`config.mk`:
```
export PLATFORM = sky130hd
export DESIGN_NAME = branch_resolve_unit
export DESIGN_NICKNAME = d
export VERILOG_FILES = /design/src/rtl/branch_resolve_unit.sv
export SDC_FILE = /design/constraint.sdc
export NUM_CORES = 1
export LEC_CHECK = 0
export BUFFER_PORTS_ARGS = -buffer_cell sky130_fd_sc_hd__buf_2
export CORE_MARGIN = 10
export CORE_UTILIZATION = 60
export CTS_CLUSTER_SIZE = 8
export DETAILED_ROUTE_END_ITERATION = 10
export GPL_ROUTABILITY_DRIVEN = 0
export PLACE_DENSITY = 0.89
export SLEW_MARGIN = 20
export SYNTH_ARGS = -nofsm -noshare
export SYNTH_HDL_FRONTEND = slang
export SYNTH_SLANG_ARGS = --single-unit
export TNS_END_PERCENT = 30
```
`constraint.sdc`:
```
create_clock -name clk -period 9.4 [get_ports clk]
set_clock_uncertainty 0.2 [all_clocks]
set_input_delay 0.94 -clock clk [delete_from_list [all_inputs] [get_ports clk]]
set_output_delay 0.94 -clock clk [all_outputs]
set_load 0.005 [all_outputs]
```
`src/rtl/branch_resolve_unit.sv`:
```
// ----------------------------------------------------------------------------
// branch_resolve_unit
//
// EX-stage consumer of fetch-time branch predictions. Each fetched branch
// pushes its prediction {pred_taken, pc, pred_target} into a small in-flight
// FIFO. When EX resolves a branch, the oldest entry is popped and compared
// against the real outcome. The unit then:
//   - strobes a predictor update (bp_update_valid / bp_update_taken),
//   - on a mispredict, pulses flush and redirect_valid with the correct
//     next PC, and spends one FLUSH cycle discarding everything in flight,
//   - counts resolved branches and mispredicts (saturating).
//
// Ports
//   clk, rst            clock; asynchronous active-high reset
//   fetch_push          prediction valid this cycle
//   fetch_pred_taken    predicted direction
//   fetch_pc            PC of the fetched branch
//   fetch_pred_target   target used at fetch if predicted taken
//   fetch_stall         FIFO full, fetch must hold
//   ex_resolve          branch resolved in EX
//   ex_taken            actual direction
//   ex_target           actual taken target
//   bp_update_valid     predictor update strobe (1 cycle)
//   bp_update_taken     actual direction for the update
//   flush               kill IF/ID and ID/EX (1-cycle pulse)
//   redirect_valid      load redirect_pc into PC (1-cycle pulse)
//   redirect_pc         correct next PC (holds between mispredicts)
//   resolve_err         resolve seen with an empty FIFO (1-cycle pulse)
//   q_empty, q_full     FIFO status, decoded from the pointers
//   branch_count        resolved branches, saturating
//   mispredict_count    mispredicts, saturating
// ----------------------------------------------------------------------------
module branch_resolve_unit #(
    parameter int XLEN  = 32,
    parameter int DEPTH = 4,
    parameter int CNT_W = 32
) (
    input  logic             clk,
    input  logic             rst,
    input  logic             fetch_push,
    input  logic             fetch_pred_taken,
    input  logic [XLEN-1:0]  fetch_pc,
    input  logic [XLEN-1:0]  fetch_pred_target,
    output logic             fetch_stall,
    input  logic             ex_resolve,
    input  logic             ex_taken,
    input  logic [XLEN-1:0]  ex_target,
    output logic             bp_update_valid,
    output logic             bp_update_taken,
    output logic             flush,
    output logic             redirect_valid,
    output logic [XLEN-1:0]  redirect_pc,
    output logic             resolve_err,
    output logic             q_empty,
    output logic             q_full,
    output logic [CNT_W-1:0] branch_count,
    output logic [CNT_W-1:0] mispredict_count
);

    localparam int AW = $clog2(DEPTH);
    localparam logic [AW:0]      PTR_ONE = {{AW{1'b0}}, 1'b1};
    localparam logic [CNT_W-1:0] CNT_ONE = {{(CNT_W-1){1'b0}}, 1'b1};
    localparam logic [XLEN-1:0]  PC_STEP = XLEN'(4);

    typedef enum logic {
        ST_RUN   = 1'b0,
        ST_FLUSH = 1'b1
    } state_t;

    state_t state_reg;

    // Pointers carry one extra MSB so full and empty are distinguishable.
    logic [AW:0] wr_ptr_reg;
    logic [AW:0] rd_ptr_reg;

    // Prediction storage. No reset: contents are only meaningful between
    // the pointers.
    logic            mem_taken  [DEPTH];
    logic [XLEN-1:0] mem_pc     [DEPTH];
    logic [XLEN-1:0] mem_target [DEPTH];

    logic             bp_update_valid_reg;
    logic             bp_update_taken_reg;
    logic             flush_reg;
    logic             redirect_valid_reg;
    logic [XLEN-1:0]  redirect_pc_reg;
    logic             resolve_err_reg;
    logic [CNT_W-1:0] branch_count_reg;
    logic [CNT_W-1:0] mispredict_count_reg;

    logic            in_run;
    logic            do_pop;
    logic            do_push;
    logic [AW-1:0]   wr_idx;
    logic [AW-1:0]   rd_idx;
    logic            head_taken;
    logic [XLEN-1:0] head_pc;
    logic [XLEN-1:0] head_target;
    logic            mispredict;

    assign wr_idx = wr_ptr_reg[AW-1:0];
    assign rd_idx = rd_ptr_reg[AW-1:0];

    assign q_empty     = (wr_ptr_reg == rd_ptr_reg);
    assign q_full      = (wr_ptr_reg[AW] != rd_ptr_reg[AW]) && (wr_idx == rd_idx);
    assign fetch_stall = q_full;

    // Everything presented during the FLUSH cycle is ignored.
    assign in_run  = (state_reg == ST_RUN);
    assign do_pop  = in_run && ex_resolve && !q_empty;
    // A simultaneous pop frees a slot, so a full FIFO can still accept.
    assign do_push = in_run && fetch_push && (!q_full || do_pop);

    assign head_taken  = mem_taken[rd_idx];
    assign head_pc     = mem_pc[rd_idx];
    assign head_target = mem_target[rd_idx];

    // Right direction but wrong target still counts as a mispredict.
    assign mispredict = (head_taken != ex_taken) ||
                        (head_taken && ex_taken && (head_target != ex_target));

    always_ff @(posedge clk) begin
        if (do_push) begin
            mem_taken[wr_idx]  <= fetch_pred_taken;
            mem_pc[wr_idx]     <= fetch_pc;
            mem_target[wr_idx] <= fetch_pred_target;
        end
    end

    always_ff @(posedge clk or posedge rst) begin
        if (rst) begin
            state_reg            <= ST_RUN;
            wr_ptr_reg           <= '0;
            rd_ptr_reg           <= '0;
            bp_update_valid_reg  <= 1'b0;
            bp_update_taken_reg  <= 1'b0;
            flush_reg            <= 1'b0;
            redirect_valid_reg   <= 1'b0;
            redirect_pc_reg      <= '0;
            resolve_err_reg      <= 1'b0;
            branch_count_reg     <= '0;
            mispredict_count_reg <= '0;
        end else begin
            bp_update_valid_reg <= 1'b0;
            flush_reg           <= 1'b0;
            redirect_valid_reg  <= 1'b0;
            resolve_err_reg     <= 1'b0;

            case (state_reg)
                ST_RUN: begin
                    if (do_push) begin
                        wr_ptr_reg <= wr_ptr_reg + PTR_ONE;
                    end
                    if (do_pop) begin
                        rd_ptr_reg <= rd_ptr_reg + PTR_ONE;
                    end
                    if (ex_resolve && q_empty) begin
                        resolve_err_reg <= 1'b1;
                    end
                    if (do_pop) begin
                        bp_update_valid_reg <= 1'b1;
                        bp_update_taken_reg <= ex_taken;
                        if (branch_count_reg != '1) begin
                            branch_count_reg <= branch_count_reg + CNT_ONE;
                        end
                        if (mispredict) begin
                            flush_reg          <= 1'b1;
                            redirect_valid_reg <= 1'b1;
                            redirect_pc_reg    <= ex_taken ? ex_target : (head_pc + PC_STEP);
                            if (mispredict_count_reg != '1) begin
                                mispredict_count_reg <= mispredict_count_reg + CNT_ONE;
                            end
                            state_reg <= ST_FLUSH;
                        end
                    end
                end
                ST_FLUSH: begin
                    // Drop every in-flight prediction, including any pushed
                    // in the mispredict-resolve cycle.
                    wr_ptr_reg <= '0;
                    rd_ptr_reg <= '0;
                    state_reg  <= ST_RUN;
                end
                default: begin
                    state_reg <= ST_RUN;
                end
            endcase
        end
    end

    assign bp_update_valid  = bp_update_valid_reg;
    assign bp_update_taken  = bp_update_taken_reg;
    assign flush            = flush_reg;
    assign redirect_valid   = redirect_valid_reg;
    assign redirect_pc      = redirect_pc_reg;
    assign resolve_err      = resolve_err_reg;
    assign branch_count     = branch_count_reg;
    assign mispredict_count = mispredict_count_reg;

endmodule
```
==> results.tsv <==
metric	value	unit
ff2ff_setup_slack	4.04	ns
start_util	0.606	
fin_crit	5.36	ns
fin_nets	1302	
setup_violations	0	
worst_slew_pin_slew	1.07	ns
async_reset_ff_frac	0.290	
leakagePower	7.19	nW
cts_resized	0	
synthTopCellsByArea	edfxtp_1 50%, dfrtp_1 17%, mux4_2 6.5%, xnor2_1 4.5%, mux4_1 3.2%	
worst_path_max_delay_cell	a31o_4	
ys_ff_latch	366	
antenna_left	0	
via_per_inst	6.01	
ys.warnings.count	0	
timing.final.crit_share	0.570	
synth.most_common_cell	edfxtp_1	
end_kind	flop	
crit_required	9.62	ns
crit_chain	buf_4 -> mux4_2 -> ha_1 -> or3_1 -> a2111oi_2 -> a31o_4 -> inv_2 -> nand2_1 -> mux2_2	
yosysSeqAreaShare	0.666	
drc	0	
drt-pass1-iter-count	5	
cp_top_family	compound AO/OA/AOI/OAI gates	
synth_area	15700	um2
rsz0062_at_grt	no	
synthTopCellsByCount	260 x edfxtp_1, 106 x dfrtp_1, 81 x xnor2_1	
fill_cells	1596	
worst-path-buf-inv	2	
synthDistinctLibCells	55	
cts_buffer_depth	3	
clock_latency	0.55	ns
io_buffers	205	
synth_edf_count	260	
cts_setup_buffers	0	
grt_usage	0.227	
power_density	297	nW/um2
ioPinCount	206	
place_worst_setup_slack	4.02	ns
grt_max_degree	78	
dieWidth	182	um
status	finished clean	
coreArea	25900	um2
yosysTopAreaCell	edfxtp_1	
start_kind	flop	
slew_headroom	0.285	
die_area	33000	um2
via_count	9422	
layout_setup_ws	4.04	ns
drtIter0Drc	903	
worstHoldPathType	input pin to asynchronous set/reset pin	
ir_worst_vdd	242	uV
fin_hold_ws	0.280	ns
multi_input_area	4860	um2
path_clk_slew	0.05	ns
synthCells	961	
drv_cap	0	
cts_max_level	2	
fmax	0.187	GHz
drv_slew	0	
ys.flop_type	edfxtp_1	
die_y	182	um
globalRouteOverflowTotal	0	
synthesis.nets	1072	
hpwl	25200	um
area_growth	16.9	%
cts_inserted_buffers	51	
cts_sinks	366	
drive_above_1_share	0.286	
hold_buffers	0	
antenna_found_initial	5	
clk_root_buffer_cell	clkbuf_16	
rows	59	
top_regs	mem_pc: 128 flops, mem_target: 128 flops	
path_max_fanout	77	
synth.avg_cell_area	16.3	um2
crit_arrival	5.58	ns
crit_type	flop to flop	
setup-tns-final	0	ns
grt_first_pass_wirelength	58500	um
grt_pass1_vias	9793	
routedWlPerCell	24.2	um
finalHoldViolCount	0	
wirelength	38000	um
yosysTopAreaCellShare	0.497	
cpPeakStageDelay	0.81	ns
cts_tree	built	
regArea	10500	um2
final_util	0.708	
worst register-to-register path: stages (launching register included):
cell	delay, ns
dfrtp_4	0.68
buf_4	0.80
mux4_2	0.61
ha_1	0.33
or3_1	0.41
a2111oi_2	0.44
a31o_4	0.81
inv_2	0.39
nand2_1	0.22
mux2_2	0.34
layout make-up:
cell class / instances / share of cell area
tap: 335 / 0.0228
clock buffer: 89 / 0.0779
sequential: 366 / 0.570
inverter: 12 / 0.00259
clock inverter: 3 / 0.00143
timing repair buffer: 213 / 0.0592
multi-input combinational: 547 / 0.265
antenna: 4 / 0.000546
cell usage in the layout (no fill, tap or decap), types with 14 or more instances in the layout:
cell type	count
edfxtp_1	260
nand2_1	73
mux2i_1	20
nand4_1	24
clkbuf_16	51
clkbuf_1	37
dfrtp_1	104
nor3_1	14
xor2_1	44
nand3_1	42
and3_1	19
o21ai_1	16
nor2_1	33
xnor2_1	81
o21ai_0	19
buf_2	205
mux4_1	19
mux4_2	45
per-layer routing:
metal / part of all wire / up-vias / GRT usage
li1: - / 4156 / -
met1: 0.38 / 4750 / 0.286
met2: 0.51 / 428 / 0.383
met3: 0.079 / 88 / 0.0461
met4: 0.034 / 0 / 0.0814
met5: 0 / - / 0
stage by stage:
step	cell area, um2	power, mW	std cells
floorplan	15700	3.37	961
CTS	18300	5.48	1565
detailed placement	16900	3.80	1473
global placement	16900	3.71	1473
finish	18300	5.45	1569
global route	18300	5.69	1568
cell families (layout without fill, tap and decap cells):
kind of cell,count (synthesis),in the layout,synth area share
other,0,4,0
XOR/XNOR,128,128,0.0736
flip-flops,366,366,0.666
adder cells (fa/ha/maj),9,9,0.00717
multiplexers,93,93,0.117
AO/OA/AOI/OAI,53,53,0.0204
buffers and inverters,48,317,0.0239
AND/OR/NAND/NOR,264,264,0.0917
path summary, 6_finish.rpt:
check,startpoint,end,depth (start not counted)
max reg2reg,rd_ptr_reg[0]$_DFFE_PP0P_,mispredict_count[1]$_DFFE_PP0P_,9
max in group asynchronous,rst,rd_ptr_reg[0]$_DFFE_PP0P_,3
min reg2reg,mispredict_count[27]$_DFFE_PP0P_,mispredict_count[27]$_DFFE_PP0P_,1
min in group clk,mispredict_count[27]$_DFFE_PP0P_,mispredict_count[27]$_DFFE_PP0P_,1
min,rst,branch_count[15]$_DFFE_PP0P_,2
max,rd_ptr_reg[0]$_DFFE_PP0P_,mispredict_count[1]$_DFFE_PP0P_,9
power breakdown:
group / leakage, nW / internal, mW / switching, mW / total, mW
combinational: 2.76 / 0.653 / 0.865 / 1.52
sequential: 3.73 / 2.08 / 0.184 / 2.27
clock: 0.693 / 1.02 / 0.644 / 1.66
(Power assumes the default switching activity.)
